[src/rtl/rcvr_frame_filter_if.sv]
`default_nettype none
// +--------------------------------------------------------------------------+
// | rcvr_frame_filter_if : committed-byte stream (valid/ready, last marker)  |
// | Rev 1.0                                                                  |
// +--------------------------------------------------------------------------+
interface rcvr_frame_filter_if;
    logic       out_valid;
    logic [7:0] out_data;
    logic       out_last;
    logic       out_ready;

    modport master (output out_valid, output out_data, output out_last, input out_ready);
    modport slave  (input out_valid, input out_data, input out_last, output out_ready);
endinterface
`default_nettype wire

[src/rtl/rcvr_frame_filter.sv]
`default_nettype none
// +--------------------------------------------------------------------------+
// | rcvr_frame_filter : WimpFi frame filter with frame-committing FIFO       |
// | Rev 1.0                                                                  |
// +--------------------------------------------------------------------------+
module rcvr_frame_filter #(
    parameter int         DEPTH          = 64,
    parameter logic [7:0] BROADCAST_ADDR = 8'h2A,
    parameter logic [7:0] TYPE_NOCRC     = 8'h30,
    parameter logic [7:0] TYPE_CRC       = 8'h31,
    parameter bit         STRIP_CRC      = 1'b1,
    parameter int         CNT_W          = 8
) (
    input  wire logic             clk,
    input  wire logic             rst_n,
    input  wire logic [7:0]       mac_addr,
    input  wire logic             promiscuous,
    input  wire logic             ignore_broadcast,
    input  wire logic             cardet,
    input  wire logic             byte_valid,
    input  wire logic [7:0]       byte_data,
    input  wire logic             rx_err,
    rcvr_frame_filter_if.master   out_if,
    output logic                  frame_good,
    output logic                  frame_bad,
    output logic [CNT_W-1:0]      good_cnt,
    output logic [CNT_W-1:0]      crc_err_cnt,
    output logic [CNT_W-1:0]      drop_cnt,
    output logic [CNT_W-1:0]      ovf_cnt,
    output logic [CNT_W-1:0]      rerr_cnt,
    output logic [2:0]            state
);
    localparam int         AW       = $clog2(DEPTH);
    localparam logic [AW:0] FULL_LVL = DEPTH[AW:0];
    localparam logic [AW:0] PTR_ONE  = {{AW{1'b0}}, 1'b1};

    typedef enum logic [2:0] {
        IDLE    = 3'd0,
        HDR     = 3'd1,
        PAYLOAD = 3'd2,
        LOCK    = 3'd3,
        ENDF    = 3'd4
    } state_t;

    function automatic logic [7:0] crc8_upd(input logic [7:0] c, input logic [7:0] b);
        logic [7:0] r;
        r = c ^ b;
        for (int i = 0; i < 8; i++) begin
            r = r[7] ? ((r << 1) ^ 8'h07) : (r << 1);
        end
        return r;
    endfunction

    function automatic logic [CNT_W-1:0] sat_inc(input logic [CNT_W-1:0] v);
        return (&v) ? v : v + 1'b1;
    endfunction

    state_t            state_q, state_d;
    logic [AW:0]       wr_ptr_q, wr_ptr_d;
    logic [AW:0]       cmt_ptr_q, cmt_ptr_d;
    logic [AW:0]       rd_ptr_q, rd_ptr_d;
    logic [2:0]        cnt_q, cnt_d;
    logic [7:0]        crc_q, crc_d;
    logic              is_crc_q, is_crc_d;
    logic              ovf_q, ovf_d;
    logic              frame_good_q, frame_good_d;
    logic              frame_bad_q, frame_bad_d;
    logic [CNT_W-1:0]  good_cnt_q, good_cnt_d;
    logic [CNT_W-1:0]  crc_err_cnt_q, crc_err_cnt_d;
    logic [CNT_W-1:0]  drop_cnt_q, drop_cnt_d;
    logic [CNT_W-1:0]  ovf_cnt_q, ovf_cnt_d;
    logic [CNT_W-1:0]  rerr_cnt_q, rerr_cnt_d;

    logic [8:0]        mem [DEPTH];
    logic              w_mem_we;
    logic              w_last_we;
    logic [AW-1:0]     w_last_addr;
    logic              w_take;
    logic              w_full;
    logic              w_dest_ok;
    logic              w_type_ok;
    logic [AW:0]       w_cmt_new;
    logic              w_out_valid;
    logic [8:0]        w_rd_word;

    // Fullness uses the pre-edge read pointer, so a same-cycle read never frees space early.
    assign w_full    = (wr_ptr_q - rd_ptr_q) == FULL_LVL;
    assign w_dest_ok = (byte_data == mac_addr) || promiscuous ||
                       ((byte_data == BROADCAST_ADDR) && !ignore_broadcast);
    assign w_type_ok = (byte_data == TYPE_NOCRC) || (byte_data == TYPE_CRC);
    assign w_cmt_new = (is_crc_q && STRIP_CRC) ? (wr_ptr_q - PTR_ONE) : wr_ptr_q;

    always_comb begin
        state_d       = state_q;
        wr_ptr_d      = wr_ptr_q;
        cmt_ptr_d     = cmt_ptr_q;
        rd_ptr_d      = rd_ptr_q;
        cnt_d         = cnt_q;
        crc_d         = crc_q;
        is_crc_d      = is_crc_q;
        ovf_d         = ovf_q;
        frame_good_d  = 1'b0;
        frame_bad_d   = 1'b0;
        good_cnt_d    = good_cnt_q;
        crc_err_cnt_d = crc_err_cnt_q;
        drop_cnt_d    = drop_cnt_q;
        ovf_cnt_d     = ovf_cnt_q;
        rerr_cnt_d    = rerr_cnt_q;
        w_mem_we      = 1'b0;
        w_last_we     = 1'b0;
        w_last_addr   = w_cmt_new[AW-1:0] - 1'b1;
        w_take        = 1'b0;

        if (w_out_valid && out_if.out_ready) begin
            rd_ptr_d = rd_ptr_q + PTR_ONE;
        end
        if (rx_err) begin
            rerr_cnt_d = sat_inc(rerr_cnt_q);
        end

        case (state_q)
            IDLE: begin
                wr_ptr_d = cmt_ptr_q;
                cnt_d    = 3'd0;
                crc_d    = 8'h00;
                is_crc_d = 1'b0;
                ovf_d    = 1'b0;
                if (cardet) state_d = HDR;
            end
            HDR: begin
                if (rx_err) begin
                    state_d = LOCK;
                end else begin
                    if (byte_valid) begin
                        w_take = 1'b1;
                        if (cnt_q == 3'd0 && !w_dest_ok) begin
                            w_take     = 1'b0;
                            drop_cnt_d = sat_inc(drop_cnt_q);
                            state_d    = LOCK;
                        end else if (cnt_q == 3'd2) begin
                            if (!w_type_ok) begin
                                w_take     = 1'b0;
                                drop_cnt_d = sat_inc(drop_cnt_q);
                                state_d    = LOCK;
                            end else begin
                                is_crc_d = (byte_data == TYPE_CRC);
                                state_d  = PAYLOAD;
                            end
                        end
                    end
                    // A short frame still reaches END so it is counted and rolled back there.
                    if (!cardet && state_d != LOCK) state_d = ENDF;
                end
            end
            PAYLOAD: begin
                if (rx_err) begin
                    state_d = LOCK;
                end else begin
                    w_take = byte_valid;
                    if (!cardet) state_d = ENDF;
                end
            end
            LOCK: begin
                wr_ptr_d = cmt_ptr_q;
                if (!cardet) state_d = IDLE;
            end
            ENDF: begin
                state_d = IDLE;
                if (ovf_q) begin
                    wr_ptr_d    = cmt_ptr_q;
                    ovf_cnt_d   = sat_inc(ovf_cnt_q);
                    frame_bad_d = 1'b1;
                end else if (cnt_q < 3'd3 || (is_crc_q && cnt_q < 3'd4)) begin
                    wr_ptr_d    = cmt_ptr_q;
                    drop_cnt_d  = sat_inc(drop_cnt_q);
                    frame_bad_d = 1'b1;
                end else if (is_crc_q && crc_q != 8'h00) begin
                    wr_ptr_d      = cmt_ptr_q;
                    crc_err_cnt_d = sat_inc(crc_err_cnt_q);
                    frame_bad_d   = 1'b1;
                end else begin
                    cmt_ptr_d    = w_cmt_new;
                    w_last_we    = 1'b1;
                    good_cnt_d   = sat_inc(good_cnt_q);
                    frame_good_d = 1'b1;
                end
            end
            default: state_d = IDLE;
        endcase

        if (w_take) begin
            cnt_d = (cnt_q == 3'd7) ? cnt_q : cnt_q + 3'd1;
            crc_d = crc8_upd(crc_q, byte_data);
            if (!ovf_q) begin
                if (w_full) begin
                    ovf_d = 1'b1;
                end else begin
                    w_mem_we = 1'b1;
                    wr_ptr_d = wr_ptr_q + PTR_ONE;
                end
            end
        end
    end

    always_ff @(posedge clk or negedge rst_n) begin
        if (!rst_n) begin
            state_q       <= IDLE;
            wr_ptr_q      <= '0;
            cmt_ptr_q     <= '0;
            rd_ptr_q      <= '0;
            cnt_q         <= 3'd0;
            crc_q         <= 8'h00;
            is_crc_q      <= 1'b0;
            ovf_q         <= 1'b0;
            frame_good_q  <= 1'b0;
            frame_bad_q   <= 1'b0;
            good_cnt_q    <= '0;
            crc_err_cnt_q <= '0;
            drop_cnt_q    <= '0;
            ovf_cnt_q     <= '0;
            rerr_cnt_q    <= '0;
        end else begin
            state_q       <= state_d;
            wr_ptr_q      <= wr_ptr_d;
            cmt_ptr_q     <= cmt_ptr_d;
            rd_ptr_q      <= rd_ptr_d;
            cnt_q         <= cnt_d;
            crc_q         <= crc_d;
            is_crc_q      <= is_crc_d;
            ovf_q         <= ovf_d;
            frame_good_q  <= frame_good_d;
            frame_bad_q   <= frame_bad_d;
            good_cnt_q    <= good_cnt_d;
            crc_err_cnt_q <= crc_err_cnt_d;
            drop_cnt_q    <= drop_cnt_d;
            ovf_cnt_q     <= ovf_cnt_d;
            rerr_cnt_q    <= rerr_cnt_d;
        end
    end

    always_ff @(posedge clk) begin
        if (w_mem_we) mem[wr_ptr_q[AW-1:0]] <= {1'b0, byte_data};
        if (w_last_we) mem[w_last_addr][8] <= 1'b1;
    end

    assign w_out_valid      = (rd_ptr_q != cmt_ptr_q);
    assign w_rd_word        = mem[rd_ptr_q[AW-1:0]];
    assign out_if.out_valid = w_out_valid;
    assign out_if.out_data  = w_rd_word[7:0];
    assign out_if.out_last  = w_out_valid & w_rd_word[8];

    assign frame_good  = frame_good_q;
    assign frame_bad   = frame_bad_q;
    assign good_cnt    = good_cnt_q;
    assign crc_err_cnt = crc_err_cnt_q;
    assign drop_cnt    = drop_cnt_q;
    assign ovf_cnt     = ovf_cnt_q;
    assign rerr_cnt    = rerr_cnt_q;
    assign state       = state_q;
endmodule
`default_nettype wire

[src/flat_wrapper.sv]
// flat-port wrapper written by rule: the top's interface ports become plain ports
module rcvr_frame_filter_flat 
#(
    parameter int         DEPTH          = 64,
    parameter logic [7:0] BROADCAST_ADDR = 8'h2A,
    parameter logic [7:0] TYPE_NOCRC     = 8'h30,
    parameter logic [7:0] TYPE_CRC       = 8'h31,
    parameter bit         STRIP_CRC      = 1'b1,
    parameter int         CNT_W          = 8
)
  (clk, rst_n, mac_addr, promiscuous, ignore_broadcast, cardet, byte_valid, byte_data, rx_err, frame_good, frame_bad, good_cnt, crc_err_cnt, drop_cnt, ovf_cnt, rerr_cnt, state, out_if_out_valid, out_if_out_data, out_if_out_last, out_if_out_ready);
  rcvr_frame_filter_if out_if_i ();
  input  wire logic clk;
  input  wire logic rst_n;
  input  wire logic [7:0] mac_addr;
  input  wire logic promiscuous;
  input  wire logic ignore_broadcast;
  input  wire logic cardet;
  input  wire logic byte_valid;
  input  wire logic [7:0] byte_data;
  input  wire logic rx_err;
  output logic frame_good;
  output logic frame_bad;
  output logic [CNT_W-1:0] good_cnt;
  output logic [CNT_W-1:0] crc_err_cnt;
  output logic [CNT_W-1:0] drop_cnt;
  output logic [CNT_W-1:0] ovf_cnt;
  output logic [CNT_W-1:0] rerr_cnt;
  output logic [2:0] state;
  output wire logic [$bits(out_if_i.out_valid)-1:0] out_if_out_valid;
  output wire logic [$bits(out_if_i.out_data)-1:0] out_if_out_data;
  output wire logic [$bits(out_if_i.out_last)-1:0] out_if_out_last;
  input wire logic [$bits(out_if_i.out_ready)-1:0] out_if_out_ready;
  assign out_if_out_valid = out_if_i.out_valid;
  assign out_if_out_data = out_if_i.out_data;
  assign out_if_out_last = out_if_i.out_last;
  assign out_if_i.out_ready = out_if_out_ready;
  rcvr_frame_filter #(.DEPTH(DEPTH), .BROADCAST_ADDR(BROADCAST_ADDR), .TYPE_NOCRC(TYPE_NOCRC), .TYPE_CRC(TYPE_CRC), .STRIP_CRC(STRIP_CRC), .CNT_W(CNT_W)) u_core (.clk(clk), .rst_n(rst_n), .mac_addr(mac_addr), .promiscuous(promiscuous), .ignore_broadcast(ignore_broadcast), .cardet(cardet), .byte_valid(byte_valid), .byte_data(byte_data), .rx_err(rx_err), .out_if(out_if_i), .frame_good(frame_good), .frame_bad(frame_bad), .good_cnt(good_cnt), .crc_err_cnt(crc_err_cnt), .drop_cnt(drop_cnt), .ovf_cnt(ovf_cnt), .rerr_cnt(rerr_cnt), .state(state));
endmodule
[config.mk]
export PLATFORM = sky130hd
export DESIGN_NAME = rcvr_frame_filter_flat
export DESIGN_NICKNAME = d
export VERILOG_FILES = /design/src/rtl/rcvr_frame_filter_if.sv /design/src/rtl/rcvr_frame_filter.sv /design/src/flat_wrapper.sv
export SDC_FILE = /design/constraint.sdc
export NUM_CORES = 1
export LEC_CHECK = 0
export BUFFER_PORTS_ARGS = -buffer_cell sky130_fd_sc_hd__buf_2
export CORE_ASPECT_RATIO = 1.1
export CORE_UTILIZATION = 45
export CTS_CLUSTER_SIZE = 12
export DETAILED_ROUTE_END_ITERATION = 6
export PLACE_DENSITY = 0.71
export REMOVE_ABC_BUFFERS = 1
export SLEW_MARGIN = 20
export SYNTH_ARGS = -nofsm -noshare
export SYNTH_HDL_FRONTEND = slang
export SYNTH_SLANG_ARGS = --single-unit
[constraint.sdc]
create_clock -name clk -period 5.7 [get_ports clk]
set_input_delay 0.57 -clock clk [delete_from_list [all_inputs] [get_ports clk]]
set_output_delay 0.57 -clock clk [all_outputs]
set_load 0.1 [all_outputs]
==> results of run 1 <==
worst max path at each step:
| stage | slack (ns) | end | from | depth (start not counted) |
|---|---|---|---|---|
| 6_report | 1.36 | out_if_out_last | u_core.rd_ptr_q[0]$_DFFE_PN0P_ | 6 |
| 5_1_grt | 1.13 | u_core.mem[1][1]$_DFFE_PP_ | u_core.state[2]$_DFFE_PN0P_ | 9 |
| 4_1_cts | 1.25 | out_if_out_last | u_core.rd_ptr_q[0]$_DFFE_PN0P_ | 6 |
| 3_5_place_dp | 1.47 | u_core.mem[1][2]$_DFFE_PP_ | u_core.state[2]$_DFFE_PN0P_ | 9 |
| 3_3_place_gp | 1.60 | u_core.mem[1][6]$_DFFE_PP_ | u_core.state[2]$_DFFE_PN0P_ | 9 |
| 2_1_floorplan | -3.71 | u_core.mem[48][0]$_DFFE_PP_ | u_core.rd_ptr_q[0]$_DFFE_PN0P_ | 8 |
cell usage in the layout, fill, tap and decap left out, drive strengths merged, types with 10 or more instances in the layout:
cell	netlist	layout
a21oi	11	11
and2	11	11
buf	43	100
clkbuf	33	91
clkinv	0	20
dfrtp	79	79
edfxtp	576	576
ha	19	19
inv	19	23
mux4	189	189
nand2	50	50
nand3	36	36
nand4	20	20
nor2	154	154
o211ai	10	10
o21ai	28	28
xnor2	60	60
xor2	32	32
power by group:
group	switching, mW	internal, mW	total (mW)
Combinational	3.16	1.94	5.10
Clock	1.78	2.41	4.20
Sequential	0.223	5.37	5.59
Total	5.17	9.72	14.9
cells by family after synthesis:
family / count (synthesis) / share of synthesized area
mux: 200 / 0.1586
buf+inv: 95 / 0.01727
fa+ha+maj: 19 / 0.008612
compound gates: 99 / 0.02928
flops: 655 / 0.6982
xor+xnor: 92 / 0.02946
simple gates: 324 / 0.05852
layer usage:
metal	part of all wire	up-vias	routed length (um)
met5	0	-	0
met4	0.025	0	1440
met3	0.069	98	3986
met2	0.49	574	28500
met1	0.41	7413	23950
li1	-	6117	-
state kept, by name, indices dropped and copies added (netlist names):
signal              cells
u_core.frame_bad        1
u_core.mem            576
u_core.crc_err_cnt      8
u_core.cmt_ptr_q        7
u_core.ovf_q            1
u_core.good_cnt         8
u_core.drop_cnt         8
u_core.state            3
u_core.crc_q            8
u_core.cnt_q            3
u_core.ovf_cnt          8
u_core.frame_good       1
u_core.rerr_cnt         8
u_core.is_crc_q         1
u_core.wr_ptr_q         7
u_core.rd_ptr_q         7
area by class of cell:
class | count | area [sq um] | share of cell area
Inverter | 19 | 71.32 | 0.002304
Clock inverter | 27 | 193.9 | 0.006266
Clock buffer | 91 | 1883 | 0.06085
Tap cell | 816 | 1021 | 0.03299
Multi-Input combinational cell | 734 | 7871 | 0.2543
Sequential cell | 655 | 19280 | 0.6230
Timing Repair Buffer | 101 | 625.6 | 0.02021
metrics by stage:
step	setup slack (ns)	instance area (sq um)	setup TNS (ns)
after floorplan	-3.715	27200	-2145.21
after global placement	1.599	28830	0
after detailed placement	1.472	28830	0
after CTS	1.253	30920	0
after global routing	1.134	30950	0
final	1.356	30950	0
critical path: stages, from the launching register on:
cell and delay (ns):
dfrtp_4 0.46, buf_12 0.50, mux4_2 0.61, mux4_2 0.52, mux4_2 0.53, and2_1 0.17, buf_2 0.28
==> results.toml, run 1 <==
[setup_path]
required_ns = 5.13
path_class = "reg -> out"
path_max_fanout = 88
rr_endpoint = "u_core.mem[1][1]$_DFFE_PP_"
critPathArrivalTime_ns = 3.77
r2r_start = "u_core.state[2]$_DFFE_PN0P_"
reg2regPathDepth = 9
crit_path_end_kind = "primary output"
start_kind = "flop"
r2r_slack_ns = 1.46

[power]
ir_drop_v = 0.0006005
p_total_mw = 14.89
leakage_nw = 10.34
pwr_density_cell_nw_per_um2 = 481.2

[finish]
layout.nets = 1624
utilization = 0.5139
drive_gt1_frac = 0.2723
final_cells = 2443
antenna_cells = 0
fillers = 4813
areaGrowthSynthToFinish_pct = 12.12

[synth]
synth-seq-cells = 655
async_flop_share = 0.1206
yosysMostFrequentCell = "edfxtp_1"
synth-edff-count = 576
yosys_warnings = 0
ys_top_cells_by_count = "edfxtp_1 (576), mux4_2 (189), nor2_1 (153)"
netlist_instances = 1484
synth_top_cell_by_area = "edfxtp_1"
syn_area_sq_um = 27600
ys_seq_area_frac = 0.6982
synthFlopType = "edfxtp_1"
syn_area_per_cell_sq_um = 18.60
synthDominantCellAreaShare = 0.6266
ys_top_cells_by_area = "edfxtp_1 (63%), mux4_2 (15%), dfrtp_1 (7.2%), nor2_1 (2.1%), xnor2_1 (1.9%)"
yosysUniqueCellTypes = 77

[global_route]
grtUsageMet1 = 0.2600
grtUsageMet3 = 0.03655
antenna_found_initial = 2
grt_max_degree = 148
grtUsageMet2 = 0.3132
grt_pass1_vias = 14390
grt_busiest_layer = "met2"
grt_usage = 0.1908
grt_first_pass_wirelength_um = 88510
grt_overflow_total = 0

[route]
drcViolationCount = 0
drt_wl_total_um = 57880
routedWlPerCell_um = 23.69
first_pass_iters = 7
vias_per_cell = 5.813
postRouteAntennaNets = 0
vias = 14200
drt_iter0_drc = 1205

[sta]
finalCritPeriodShare = 0.7621
clock_skew_ns = 0.01947
drv_slew = 0
worst_slew_pin_slew_ns = 0.9401
layout_min_cycle_time_ns = 4.344
setup_viol = 0
max_freq_mhz = 230.2
hold_slack_ns = 0.2089
rsz0062_at_grt = "no"
slew_headroom = 0.3695
finalHoldViolCount = 0

[placement]
io_buffers = 78
gp_congestion = 0.8091
dp_hpwl_um = 34920
dp.cells = 2323

[floorplan]
io-pin-count = 79
die_w_um = 238.1
dieHeight_um = 261.8
die-area_sq_um = 62340
initial_utilization = 0.4584
core_region_area_sq_um = 60220
rows = 94

[clock_tree]
hold_buffers = 1
post-cts-setup-buffers = 0
cts.clk_slew.worst_paths_ns = 0.06
cts_buffer_depth = 3
insertion_delay_ns = 0.60
numCtsBuffers = 70
ctsResizeCount = 0
clock_sinks = 655
root_buffer = "clkbuf_16"
cts_tree = "done"
cts_max_level = 3

[hold_path]
holdCritPathClass = "in -> reg"
hold_path.startpoint = "cardet"
holdPathEnd = "u_core.state[2]$_DFFE_PN0P_"
min_path_cells = 2

[run]
cap_viol_max_count = 0

[status]
status = "complete, no violations"
(Power assumes the default switching activity.)
==> run 2, diff against run 1 <==
- PLACE_DENSITY: 0.71 -> 0.73
- clock period: 5.7 -> 3.54 ns (I/O delays scaled with it)
==> run 2 against run 1 <==
Compared with the run above:
- the flow now finishes with violations (negative setup slack)
- highest routed layer is now met5
- die area is the same
- sequential power is 60% higher
- wire length up 7.4%
- sequential cell count stayed put
- utilization grew 2.5 points
- critical path depth is 1 higher
- sequential share of layout area fell by 2.9 points
==> results.toml, run 2 (synthesis gave the netlist of run 1 again) <==
[sta]
max_freq_mhz = 268.2
fin_ws_ns = -0.1883
clock_skew_ns = 0.01645
hold_slack_ns = 0.06167
slew_headroom = 0.3382
rsz0062_at_grt = "yes"
finalCritPeriodShare = 1.053
setup_tns_ns = -1.372
finalHoldViolCount = 0
drv_slew = 0
setup_viol = 9
worst_slew_pin_slew_ns = 0.9868
layout_min_cycle_time_ns = 3.728

[hold_path]
min_path_cells = 2
hold_path.startpoint = "rx_err"
holdCritPathClass = "in -> reg"

[setup_path]
crit_path_frequent_cell = "mux4_2"
crit_start = "u_core.rd_ptr_q[0]$_DFFE_PN0P_"
reg2regPathDepth = 12
path_class = "reg -> out"
worstPathCellList = "buf_8 > clkbuf_16 > clkbuf_16 > mux4_2 > mux4_2 > mux4_2 > buf_6"
critPathArrivalTime_ns = 3.37
max_stage_delay_ns = 0.53
r2r_start = "u_core.rd_ptr_q[0]$_DFFE_PN0P_"
start_kind = "flop"
crit_path_end_kind = "primary output"
critPathSlowestCell = "mux4_2"
path_max_fanout = 5
required_ns = 3.19

[global_route]
antenna_found_initial = 1
grt_pass1_vias = 15020
grt_first_pass_wirelength_um = 93860
grt_usage = 0.2027
grt_overflow_total = 0
grt_max_degree = 80

[clock_tree]
cts_buffer_depth = 3
insertion_delay_ns = 0.61
cts_max_level = 3
clock_sinks = 655
cts.clk_slew.worst_paths_ns = 0.06
root_buffer = "clkbuf_16"
cts_tree = "done"
numCtsBuffers = 70

[floorplan]
dieHeight_um = 261.8
initial_utilization = 0.4584
die-area_sq_um = 62340
die_w_um = 238.1
core_region_area_sq_um = 60220
rows = 94
io-pin-count = 79

[power]
leakage_nw = 11.20
p_total_mw = 25.41
ir_drop_v = 0.001124
pwr_density_cell_nw_per_um2 = 783.4

[finish]
largest_reg_flops = 576
largest-register = "u_core.mem"
layout_commonest_cell = "edfxtp_1"
areaGrowthSynthToFinish_pct = 17.50
final_cell_mix = "edfxtp_1 (576), mux4_2 (189), nor2_1 (152)"
stdcell_area_sq_um = 32430
layout.nets = 1754
antenna_cells = 0
drive_gt1_frac = 0.3286
final_cells = 2572
utilization = 0.5386

[route]
drcViolationCount = 0
routedWlPerCell_um = 24.17
drt_wl_total_um = 62170
drt_iter0_drc = 1463
first_pass_iters = 5
postRouteAntennaNets = 0
vias_per_cell = 5.739
vias = 14760

[placement]
gp_congestion = 0.8091
dp_hpwl_um = 37050
place_area_sq_um = 29780
dp.cells = 2426
dp_slack_ns = 0.1645
io_buffers = 78

[run]
cap_viol_max_count = 0

[status]
status = "complete, but fails checks"
failed_checks = "negative setup slack"
[run 2: cell types whose count changed in the layout (fill, tap and decap cells not counted), sizes merged]
cell / before / now
inv: 23 / 21
dlygate4sd3: 1 / 2
clkbuf: 91 / 94
clkinvlp: 1 / 2
buf: 100 / 224
bufinv: 2 / 1
clkinv: 20 / 23
[run 2: layer usage]
metal  up-vias  GRT usage  wire [um]
met3       118    0.04170       4746
met2       646     0.3415      31340
met1      7612     0.2669      24370
li1       6383          -          -
met5         -          0         13
met4         2    0.06143       1704
[run 2: timing repair]
item                                    CTS  global route
pin swaps                                 1             0
hold buffers                              2             0
endpoints found under the setup margin    9            61
hold endpoints to repair                 80             0
gates resized for setup                  37             7
gates cloned                              3             5
setup buffers                            16             3
[run 2: layout make-up]
type	count	area, sq um
Clock buffer	89	1866
Clock inverter	28	222.7
Fill cell	4594	27780
Inverter	19	71.32
Multi-Input combinational cell	734	7886
Sequential cell	655	19280
Tap cell	816	1021
Timing Repair Buffer	231	2085
[run 2: worst paths after layout]
kind	end	slack (ns)
worst max register to register	u_core.wr_ptr_q[2]$_DFF_PN0_	0.24
worst min register to register	u_core.good_cnt[5]$_DFFE_PN0P_	0.50
min in group asynchronous	u_core.crc_err_cnt[1]$_DFFE_PN0P_	0.35
max in group asynchronous	u_core.rd_ptr_q[0]$_DFFE_PN0P_	2.61
worst max-delay path	out_if_out_data[7]	-0.19
worst min-delay path	u_core.state[2]$_DFFE_PN0P_	0.06
[run 2: critical path, delay by kind of cell, from the launching register on]
family	cells	cell delay, ns
multiplexers	3	1.56
buffers and inverters	4	0.74
flip-flops	1	0.45
[run 2: where the power goes]
part           switching, mW  total (mW)  internal (mW)
sequential             0.289        8.93           8.64
combinational           5.51        9.71           4.20
clock                   2.95        6.76           3.81
==> run 3, diff against run 2 <==
- PLACE_DENSITY: 0.73 -> 0.71
- clock period: 3.54 -> 3.65 ns (I/O delays scaled with it)
==> run 3 against run 2 <==
Compared with the run above:
- the run still ends with negative setup slack left
- wire length increased by 1.9%
- sequential cell count unchanged
- setup slack improved by 0.087 ns
- utilization about the same
- first-iteration DRC count decreased by 15%
- register-to-register slack got worse by 0.03 ns
- global-route usage increased by 0.53 points
==> results.toml, run 3 (synthesis gave the netlist of run 1 again) <==
[sta]
clock_skew_ns = 0.03153
hold_slack_ns = 0.1086
setup_viol = 8
slew_headroom = 0.2259
worst_slew_pin_slew_ns = 1.154
layout_min_cycle_time_ns = 3.751
max_freq_mhz = 266.6
fin_ws_ns = -0.1014
drv_slew = 0
finalCritPeriodShare = 1.028
rsz0062_at_grt = "yes"
finalHoldViolCount = 0

[floorplan]
rows = 94
dieHeight_um = 261.8
die_w_um = 238.1
core_region_area_sq_um = 60220
initial_utilization = 0.4584
io-pin-count = 79
die-area_sq_um = 62340

[global_route]
grt_max_degree = 80
grt_pass1_vias = 15140
antenna_found_initial = 0
grt_first_pass_wirelength_um = 95120
grt_overflow_total = 0
grt_usage = 0.2080

[power]
pwr_density_cell_nw_per_um2 = 767.5
leakage_nw = 11.16
switching_share = 0.3415
p_total_mw = 24.88
switchingPower_mw = 8.495
pwr-share-seq = 0.350
p_int_mw = 16.38
p_clk_frac = 0.270
power_frac_comb = 0.380
ir_drop_v = 0.001089

[hold_path]
hold_path.startpoint = "rx_err"
holdCritPathClass = "in -> reg"
holdPathEnd = "u_core.state[2]$_DFFE_PN0P_"
min_path_cells = 2

[status]
status = "complete, but fails checks"
failed_checks = "negative setup slack"

[setup_path]
r2r_slack_ns = 0.21
path_max_fanout = 7
critPathArrivalTime_ns = 3.39
r2r_start = "u_core.rd_ptr_q[0]$_DFFE_PN0P_"
path_class = "reg -> out"
start_kind = "flop"
rr_endpoint = "u_core.mem[14][5]$_DFFE_PP_"
crit_path_end_kind = "primary output"
reg2regPathDepth = 12
required_ns = 3.28

[finish]
final_cells = 2550
areaGrowthSynthToFinish_pct = 17.43
fillers = 4616
final_cell_mix = "edfxtp_1 (576), mux4_2 (189), nor2_1 (152)"
stdcell_area_sq_um = 32410
layout.nets = 1734
antenna_cells = 0
largest_reg_flops = 576
layout_commonest_cell = "edfxtp_1"
drive_gt1_frac = 0.3201
largest-register = "u_core.mem"

[placement]
gp_congestion = 0.8115
place_area_sq_um = 29590
io_buffers = 78
dp_hpwl_um = 37330
dp.cells = 2411

[clock_tree]
clock_sinks = 655
cts_max_level = 3
cts_buffer_depth = 3
cts_tree = "done"
root_buffer = "clkbuf_16"
insertion_delay_ns = 0.61
numCtsBuffers = 71
cts.clk_slew.worst_paths_ns = 0.06

[route]
routedWlPerCell_um = 24.84
vias = 14700
drcViolationCount = 0
postRouteAntennaNets = 0
first_pass_iters = 5
drt_wl_total_um = 63350
vias_per_cell = 5.765
drt_iter0_drc = 1239

[run]
cap_viol_max_count = 0
==> run 3: changes by cell type in the layout (fill, tap and decap cells not counted), moves of 2 or more <==
cell,previous run,this run
clkinv_1,11,9
and2_4,4,0
buf_4,117,97
clkbuf_16,77,75
buf_16,5,17
buf_6,10,8
bufinv_16,1,4
buf_12,22,12
and2_2,4,7
==> run 3: area by class of cell <==
cell class | instances | area [sq um] | area share
repair buffers | 210 | 2014 | 0.06215
clock buffers | 90 | 1891 | 0.05832
multi-input cells | 734 | 7888 | 0.2433
clock inverters | 26 | 247.7 | 0.007643
flip-flops and latches | 655 | 19280 | 0.5949
well taps | 816 | 1021 | 0.03150
inverters | 19 | 71.32 | 0.002200
==> run 3: worst max path at each step <==
stage | depth (start not counted) | slack [ns] | from | endpoint
after floorplan | 8 | -5.76 | u_core.rd_ptr_q[0]$_DFFE_PN0P_ | u_core.mem[48][0]$_DFFE_PP_
after global placement | 6 | 0.35 | u_core.rd_ptr_q[0]$_DFFE_PN0P_ | out_if_out_data[7]
after detailed placement | 11 | 0.27 | u_core.rd_ptr_q[0]$_DFFE_PN0P_ | u_core.mem[44][2]$_DFFE_PP_
after CTS | 6 | -0.12 | u_core.rd_ptr_q[0]$_DFFE_PN0P_ | out_if_out_last
after global routing | 7 | -0.15 | u_core.rd_ptr_q[0]$_DFFE_PN0P_ | out_if_out_data[6]
final | 7 | -0.10 | u_core.rd_ptr_q[0]$_DFFE_PN0P_ | out_if_out_data[3]
==> run 3: critical path: stages (launching register included) <==
cell and delay (ns):
dfrtp_4 0.50, buf_16 0.17, buf_12 0.13, buf_16 0.14, mux4_2 0.54, mux4_2 0.56, mux4_2 0.51, buf_6 0.21
==> run 3: stage by stage <==
step	TNS (ns)	worst slack, ns	utilization
2_1_floorplan	-3423.57	-5.765	-
3_3_place_gp	0	0.3543	0.4914
3_5_place_dp	0	0.2718	0.4914
4_1_cts	-0.6050	-0.1167	0.5369
5_1_grt	-1.055	-0.1489	0.5383
6_report	-0.5066	-0.1014	0.5383
==> run 3: what timing repair did <==
| action | CTS | global route |
|---|---|---|
| resized for setup | 52 | 5 |
| buffers inserted | 8 | 0 |
| gates cloned | 11 | 2 |
| hold buffers | 2 | 0 |
| setup endpoints to repair | 9 | 73 |
| endpoints found under the hold margin | 47 | 0 |
==> run 3: per-layer routing <==
layer / share of wire / track usage / vias to the layer above
li1: - / - / 6334
met1: 0.40 / 0.2741 / 7675
met2: 0.50 / 0.3418 / 609
met3: 0.077 / 0.04779 / 83
met4: 0.025 / 0.07283 / 0
met5: 0 / 0 / -
==> run 3: power by group through the flow <==
stage | Clock [mW] | Combinational, mW | Sequential [mW]
after global placement | 0 | 8.20 | 8.82
after CTS | 6.83 | 9.35 | 8.71
after detailed placement | 0 | 8.30 | 8.84
after floorplan | 0 | 5.05 | 9.86
after global routing | 7.11 | 9.88 | 8.74
final | 6.71 | 9.45 | 8.71
